$ cat config.mk
export PLATFORM = sky130hd
export DESIGN_NAME = line_fifo_rdctl
export DESIGN_NICKNAME = d
export VERILOG_FILES = /design/src/rtl/line_fifo_rdctl_pkg.sv /design/src/rtl/line_fifo_rdctl.sv
export SDC_FILE = /design/constraint.sdc
export NUM_CORES = 1
export LEC_CHECK = 0
export CORE_UTILIZATION = 42
export DETAILED_ROUTE_END_ITERATION = 8
export PLACE_DENSITY = 0.7
export SYNTH_ARGS = -nofsm -noshare
export SYNTH_HDL_FRONTEND = slang
export SYNTH_SLANG_ARGS = --single-unit
$ cat constraint.sdc
create_clock -name clk -period 3 [get_ports clk]
set_input_delay 0.3 -clock clk [delete_from_list [all_inputs] [get_ports clk]]
set_output_delay 0.3 -clock clk [all_outputs]
set_load 0.03 [all_outputs]
$ cat src/rtl/line_fifo_rdctl_pkg.sv
// Shared definitions for the line FIFO read-side sequencer.
//   state_e          : sequencer state encoding
//   PAD_BYTE_DEFAULT : byte emitted for line positions the FIFO could not supply
package line_fifo_rdctl_pkg;

    localparam int unsigned BYTE_W        = 8;
    localparam int unsigned LEN_W_DEFAULT = 16;
    localparam int unsigned CNT_W_DEFAULT = 16;

    localparam logic [BYTE_W-1:0] PAD_BYTE_DEFAULT = 8'h00;

    typedef enum logic [1:0] {
        ST_IDLE   = 2'd0,   // waiting for a line sync
        ST_STREAM = 2'd1,   // bytes come from the FIFO
        ST_PAD    = 2'd2,   // FIFO ran dry; remaining bytes are padding
        ST_DRAIN  = 2'd3    // last byte loaded, waiting for its handshake
    } state_e;

endpackage : line_fifo_rdctl_pkg

$ cat src/rtl/line_fifo_rdctl.sv
// Read-side sequencer for the byte-wide FWFT line FIFO.
// On each accepted line_start it emits exactly cfg_line_len bytes on a
// registered valid/ready stream, padding with PAD_BYTE once the FIFO runs dry
// so that downstream line timing is preserved.
//
// Ports:
//   clk, rst         : read-side clock, async active-high reset
//   line_start       : single-cycle line sync request
//   cfg_line_len     : bytes per line, sampled when line_start is accepted
//   fifo_dout/empty  : FIFO head byte and empty flag
//   fifo_rd_en       : FIFO pop (combinational)
//   out_data/valid/last, out_ready : registered output byte stream
//   busy             : sequencer is not idle
//   line_done        : one-cycle pulse after a line completes
//   line_count       : lines completed since reset (wrapping)
//   underrun         : sticky, a line needed padding
//   sync_miss        : sticky, line_start arrived while busy
//   err_clr          : clears both sticky flags
module line_fifo_rdctl
    import line_fifo_rdctl_pkg::*;
#(
    parameter int unsigned       LEN_W    = LEN_W_DEFAULT,
    parameter int unsigned       CNT_W    = CNT_W_DEFAULT,
    parameter logic [BYTE_W-1:0] PAD_BYTE = PAD_BYTE_DEFAULT
) (
    input  logic              clk,
    input  logic              rst,
    input  logic              line_start,
    input  logic [LEN_W-1:0]  cfg_line_len,
    input  logic [BYTE_W-1:0] fifo_dout,
    input  logic              fifo_empty,
    output logic              fifo_rd_en,
    output logic [BYTE_W-1:0] out_data,
    output logic              out_valid,
    input  logic              out_ready,
    output logic              out_last,
    output logic              busy,
    output logic              line_done,
    output logic [CNT_W-1:0]  line_count,
    output logic              underrun,
    output logic              sync_miss,
    input  logic              err_clr
);

    state_e            state_q, state_d;
    logic [LEN_W-1:0]  rem_q, rem_d;
    logic [BYTE_W-1:0] out_data_q, out_data_d;
    logic              out_valid_q, out_valid_d;
    logic              out_last_q, out_last_d;
    logic              line_done_q, line_done_d;
    logic [CNT_W-1:0]  line_count_q, line_count_d;
    logic              underrun_q, underrun_d;
    logic              sync_miss_q, sync_miss_d;

    logic in_line;
    logic rem_one;
    logic load_slot;
    logic final_hs;
    logic start_ok;
    logic start_len;
    logic start_zero;
    logic pad_from_empty;

    // Shared decode used by both combinational processes
    always_comb begin
        in_line        = (state_q == ST_STREAM) || (state_q == ST_PAD);
        rem_one        = (rem_q == LEN_W'(1));
        load_slot      = in_line && (!out_valid_q || out_ready) && (rem_q != '0);
        // Last byte of the line is being accepted this cycle
        final_hs       = (state_q == ST_DRAIN) && out_valid_q && out_ready && out_last_q;
        // A new line is accepted when idle, or back-to-back with the final handshake
        start_ok       = line_start && ((state_q == ST_IDLE) || final_hs);
        start_zero     = start_ok && (cfg_line_len == '0);
        start_len      = start_ok && (cfg_line_len != '0);
        pad_from_empty = load_slot && (state_q == ST_STREAM) && fifo_empty;
    end

    assign fifo_rd_en = load_slot && (state_q == ST_STREAM) && !fifo_empty;

    // State register
    always_ff @(posedge clk or posedge rst) begin
        if (rst) begin
            state_q <= ST_IDLE;
        end else begin
            state_q <= state_d;
        end
    end

    // Next-state logic
    always_comb begin
        state_d = state_q;
        unique case (state_q)
            ST_IDLE: begin
                if (start_len) begin
                    state_d = ST_STREAM;
                end
            end
            ST_STREAM: begin
                if (load_slot) begin
                    if (rem_one) begin
                        state_d = ST_DRAIN;
                    end else if (fifo_empty) begin
                        state_d = ST_PAD;
                    end
                end
            end
            ST_PAD: begin
                if (load_slot && rem_one) begin
                    state_d = ST_DRAIN;
                end
            end
            ST_DRAIN: begin
                if (final_hs) begin
                    state_d = start_len ? ST_STREAM : ST_IDLE;
                end
            end
            default: state_d = ST_IDLE;
        endcase
    end

    // Output register, counters and sticky flags
    always_comb begin
        rem_d        = rem_q;
        out_data_d   = out_data_q;
        out_valid_d  = out_valid_q;
        out_last_d   = out_last_q;
        line_done_d  = 1'b0;
        line_count_d = line_count_q;
        underrun_d   = underrun_q && !err_clr;
        sync_miss_d  = sync_miss_q && !err_clr;

        // Byte consumed downstream; a load below may refill the slot
        if (out_valid_q && out_ready) begin
            out_valid_d = 1'b0;
            out_last_d  = 1'b0;
        end

        if (load_slot) begin
            out_valid_d = 1'b1;
            out_data_d  = fifo_rd_en ? fifo_dout : PAD_BYTE;
            out_last_d  = rem_one;
            rem_d       = rem_q - LEN_W'(1);
        end

        // rem is zero whenever a line can be accepted, so this never races a load
        if (start_len) begin
            rem_d = cfg_line_len;
        end

        // A zero-length line and a final handshake can complete in the same cycle
        if (final_hs || start_zero) begin
            line_done_d = 1'b1;
        end
        line_count_d = line_count_q + CNT_W'(final_hs) + CNT_W'(start_zero);

        if (pad_from_empty) begin
            underrun_d = 1'b1;
        end
        if (line_start && !start_ok) begin
            sync_miss_d = 1'b1;
        end
    end

    always_ff @(posedge clk or posedge rst) begin
        if (rst) begin
            rem_q        <= '0;
            out_data_q   <= '0;
            out_valid_q  <= 1'b0;
            out_last_q   <= 1'b0;
            line_done_q  <= 1'b0;
            line_count_q <= '0;
            underrun_q   <= 1'b0;
            sync_miss_q  <= 1'b0;
        end else begin
            rem_q        <= rem_d;
            out_data_q   <= out_data_d;
            out_valid_q  <= out_valid_d;
            out_last_q   <= out_last_d;
            line_done_q  <= line_done_d;
            line_count_q <= line_count_d;
            underrun_q   <= underrun_d;
            sync_miss_q  <= sync_miss_d;
        end
    end

    assign out_data   = out_data_q;
    assign out_valid  = out_valid_q;
    assign out_last   = out_last_q;
    assign line_done  = line_done_q;
    assign line_count = line_count_q;
    assign underrun   = underrun_q;
    assign sync_miss  = sync_miss_q;
    assign busy       = (state_q != ST_IDLE);

endmodule : line_fifo_rdctl

==> impl_metrics.csv <==
group,metric,value,unit
cells_and_area,antennaDiodeCount,0,
cells_and_area,finalNonFillerCells,405,
yosys,postSynthAreaPerCell,9.58,µm²
timing,max_freq,358,MHz
clock_network,clk_pin_slew,90,ps
clock_network,cts_made_buffers,5,
detailed_routing,wl,5520,µm
yosys,yosysMostFrequentCell,"dfrtp_1",
timing,finalSetupViolations,0,
timing,period_share,93.2,%
hold_path,worstHoldStart,"line_count[15]$_DFF_PP0_",
timing,worst_slack,204,ps
setup_path,reg2reg_from,"state_q[1]$_DFFE_PP0P_",
hold_path,min_path_type,"register to register",
yosys,synth_cells,262,
clock_network,clkSinkCount,47,
cells_and_area,nNetsFinal,372,
timing,drv_slew,0,
yosys,yosys-top-cells-count,"47 x dfrtp_1, 28 x nand2_1, 27 x nor2_1",
yosys,synth_area,2510,µm²
placed_design,place_hpwl,4230,µm
power,power.leakage,1.38,nW
setup_path,worstPathMaxFanout,3,
floorplanning,fp.dieW,79.3,µm
hold_path,whs_endpoint,"line_count[15]$_DFF_PP0_",
setup_path,critPathKind,"input pin to register",
floorplanning,core,5640,µm²
setup_path,r2r-end,"line_count[12]$_DFF_PP0_",
detailed_routing,ant_nets,0,
detailed_routing,drc,0,
timing,rsz0062_at_grt,"false",
clock_network,postCtsSetupBuffers,0,
setup_path,path_cells,"clkdlybuf4s50_1, nor4_1, nand4_1, or2_2, fa_1, inv_1, ha_1, nand4_1, nor2_1, nand3_1, xnor2_1",
setup_path,arrival,2990,ps
yosys,synthTopCellsByArea,"dfrtp_1 47%, xnor2_1 8.0%, ha_1 4.5%, nand2_1 4.2%, nor2_1 4.0%",
yosys,yosys.area.top_type,"dfrtp_1",
detailed_routing,via_count,2059,
clock_network,cts_tree,"yes",
timing,min_period,2800,ps
detailed_routing,viasPerCell,5.08,
yosys,ys_seq_elements,47,
timing,hold_viol,0,
cells_and_area,drive_gt1_share,9.31,%
flow_run,drv_cap,0,
floorplanning,pin_count,61,
yosys,synth_top_area_share,46.9,%
global_routing,antenna_found_initial,0,
placed_design,gp_congestion,0.842,
setup_path,reg2reg_setup_slack,340,ps
timing,relSlewSlack,34.5,%
yosys,synth_edf_count,0,
clock_network,cts_buffer_depth,2,
hold_path,min_path_cells,1,
timing,finalClockSkew,7.97,ps
placed_design,dp.cells,397,
yosys,synth_nets,302,
setup_path,cp_data_required_time,3190,ps
placed_design,pre_cts_ws,-149,ps
setup_path,cp_common_cell,"nand4_1",
floorplanning,fp-row-count,27,
cells_and_area,syn2layout_area_growth,33.2,%
placed_design,io_buffers,60,
global_routing,gr-total-overflow,0,
global_routing,grt_pass1_vias,2060,
setup_path,r2r_cells,11,
detailed_routing,first_iter_violations,78,
clock_network,clockRootBuffer,"clkbuf_8",
yosys,yosys_warnings,0,
yosys,synth-seq-area-share,46.9,%
floorplanning,die_area,6290,µm²
power,p_per_area,783,nW/µm²
floorplanning,die_y,79.3,µm
setup_path,cpPeakStageDelay,450,ps
setup_path,worst_setup_path_start_kind,"input pin",
clock_network,htree_levels,2,
global_routing,grt_pass1_wl,9600,µm
floorplanning,initial_core_util,44.5,%
clock_network,worstSkewPairLatency,300,ps
global_routing,grt_max_degree,48,
timing,tightest_slew,981,ps
detailed_routing,dr.pass1.iters,4,
status,status,"completed",
setup_path,crit_slowest_cell,"nor4_1",
setup_path,path_delay_family,"simple AND/OR/NAND/NOR gates",
setup_path,critPathBufInv,2,
power,ir_worst_vdd,0.410,mV
setup_path,crit_path_end_kind,"register",
yosys,yosysUniqueCellTypes,43,
global_routing,grt_use_total,19.6,%
yosys,ys_async_sr_fraction,100,%
yosys,synth_ff_type,"dfrtp_1",
detailed_routing,post_drt_wl_per_cell,13.6,µm
kinds of logic (layout without fill, tap and decap cells):
family / count (synthesis) / count (layout) / synth area share [%]
DFF: 47 / 47 / 46.9
AOI/OAI and AO/OA: 35 / 35 / 8.57
and+or+nand+nor: 116 / 116 / 24.5
adders and majority gates: 10 / 10 / 5.28
buffers and inverters: 23 / 94 / 3.74
xor gates and xnor gates: 28 / 28 / 9.77
muxes: 3 / 3 / 1.30
cells in the final DEF, fill, tap and decap left out, types with 5 or more instances in the layout:
cell type	n
nand2_1	28
clkbuf_8	6
buf_4	11
ha_1	9
nor4_1	14
nor3_1	8
clkdlybuf4s50_1	59
inv_1	14
nor2_1	27
or4_1	5
nand4_1	7
xor2_1	5
o21ai_0	8
dfrtp_1	47
a21oi_1	16
xnor2_1	23
nand3_1	8
area by class of cell:
cell class | count | area, µm²
inverters | 15 | 56.3
multi-input cells | 192 | 1240
repair buffers | 71 | 682
clock inverters | 2 | 16.3
clock buffers | 6 | 82.6
well taps | 72 | 90.1
fillers | 488 | 2300
flip-flops and latches | 47 | 1180
metrics by stage:
stage | power, W | utilization (%) | setup TNS (ps) | instance area (µm²) | hold WS, ps
2_1_floorplan | 0.00183 | - | 0 | 2510 | 428
3_3_place_gp | 0.00220 | 57.5 | -834 | 3250 | 465
3_5_place_dp | 0.00223 | 57.5 | -605 | 3250 | 470
4_1_cts | 0.00264 | 59.3 | 0 | 3340 | 492
5_1_grt | 0.00282 | 59.3 | 0 | 3340 | 500
6_report | 0.00262 | 59.3 | 0 | 3340 | 483
power breakdown:
group | switching, W | total [W] | internal, W | leakage [nW]
Sequential | 0.000180 | 0.00100 | 0.000822 | 0.588
Clock | 0.000217 | 0.000405 | 0.000188 | 0.0474
Combinational | 0.000676 | 0.00121 | 0.000535 | 0.740
worst max-delay path by stage:
stage	start	to	slack, ps	cells past startpoint
after CTS	cfg_line_len[1]	line_count[12]$_DFF_PP0_	180	11
after global placement	cfg_line_len[1]	line_count[13]$_DFF_PP0_	-150	10
after floorplan	out_valid$_DFFE_PP0P_	line_count[12]$_DFF_PP0_	320	10
after global routing	cfg_line_len[1]	line_count[12]$_DFF_PP0_	30	11
after detailed placement	cfg_line_len[1]	line_count[12]$_DFF_PP0_	-150	11
final	cfg_line_len[0]	line_count[12]$_DFF_PP0_	200	11
worst register-to-register path, stage by stage, from the launching register on:
cell     delay, ps
dfrtp_1        400
ha_1           250
nand4_1        140
a21bo_2        250
or2_2          290
fa_1           380
inv_1           70
ha_1           150
nand4_1        120
nor2_1         220
nand3_1        130
xnor2_1        140
repair_timing:
item / CTS / global route
endpoints found under the hold margin: 0 / 0
setup endpoints to repair: 1 / 0
hold buffers: 0 / 0
gates resized for setup: 1 / 0
state kept, by name (all words and copies together) (netlist names):
name	count
out_data	8
state_q	2
out_last	1
rem_q	16
out_valid	1
line_count	16
sync_miss	1
underrun	1
line_done	1
per-layer routing:
layer	track usage (%)	routed length [µm]	vias to the layer above
met3	4.02	214	5
met4	5.27	62	0
li1	-	-	1060
met2	31.5	2510	48
met1	26.9	2740	946
met5	0	0	-
Note: power is estimated with default switching activity, not from simulation.
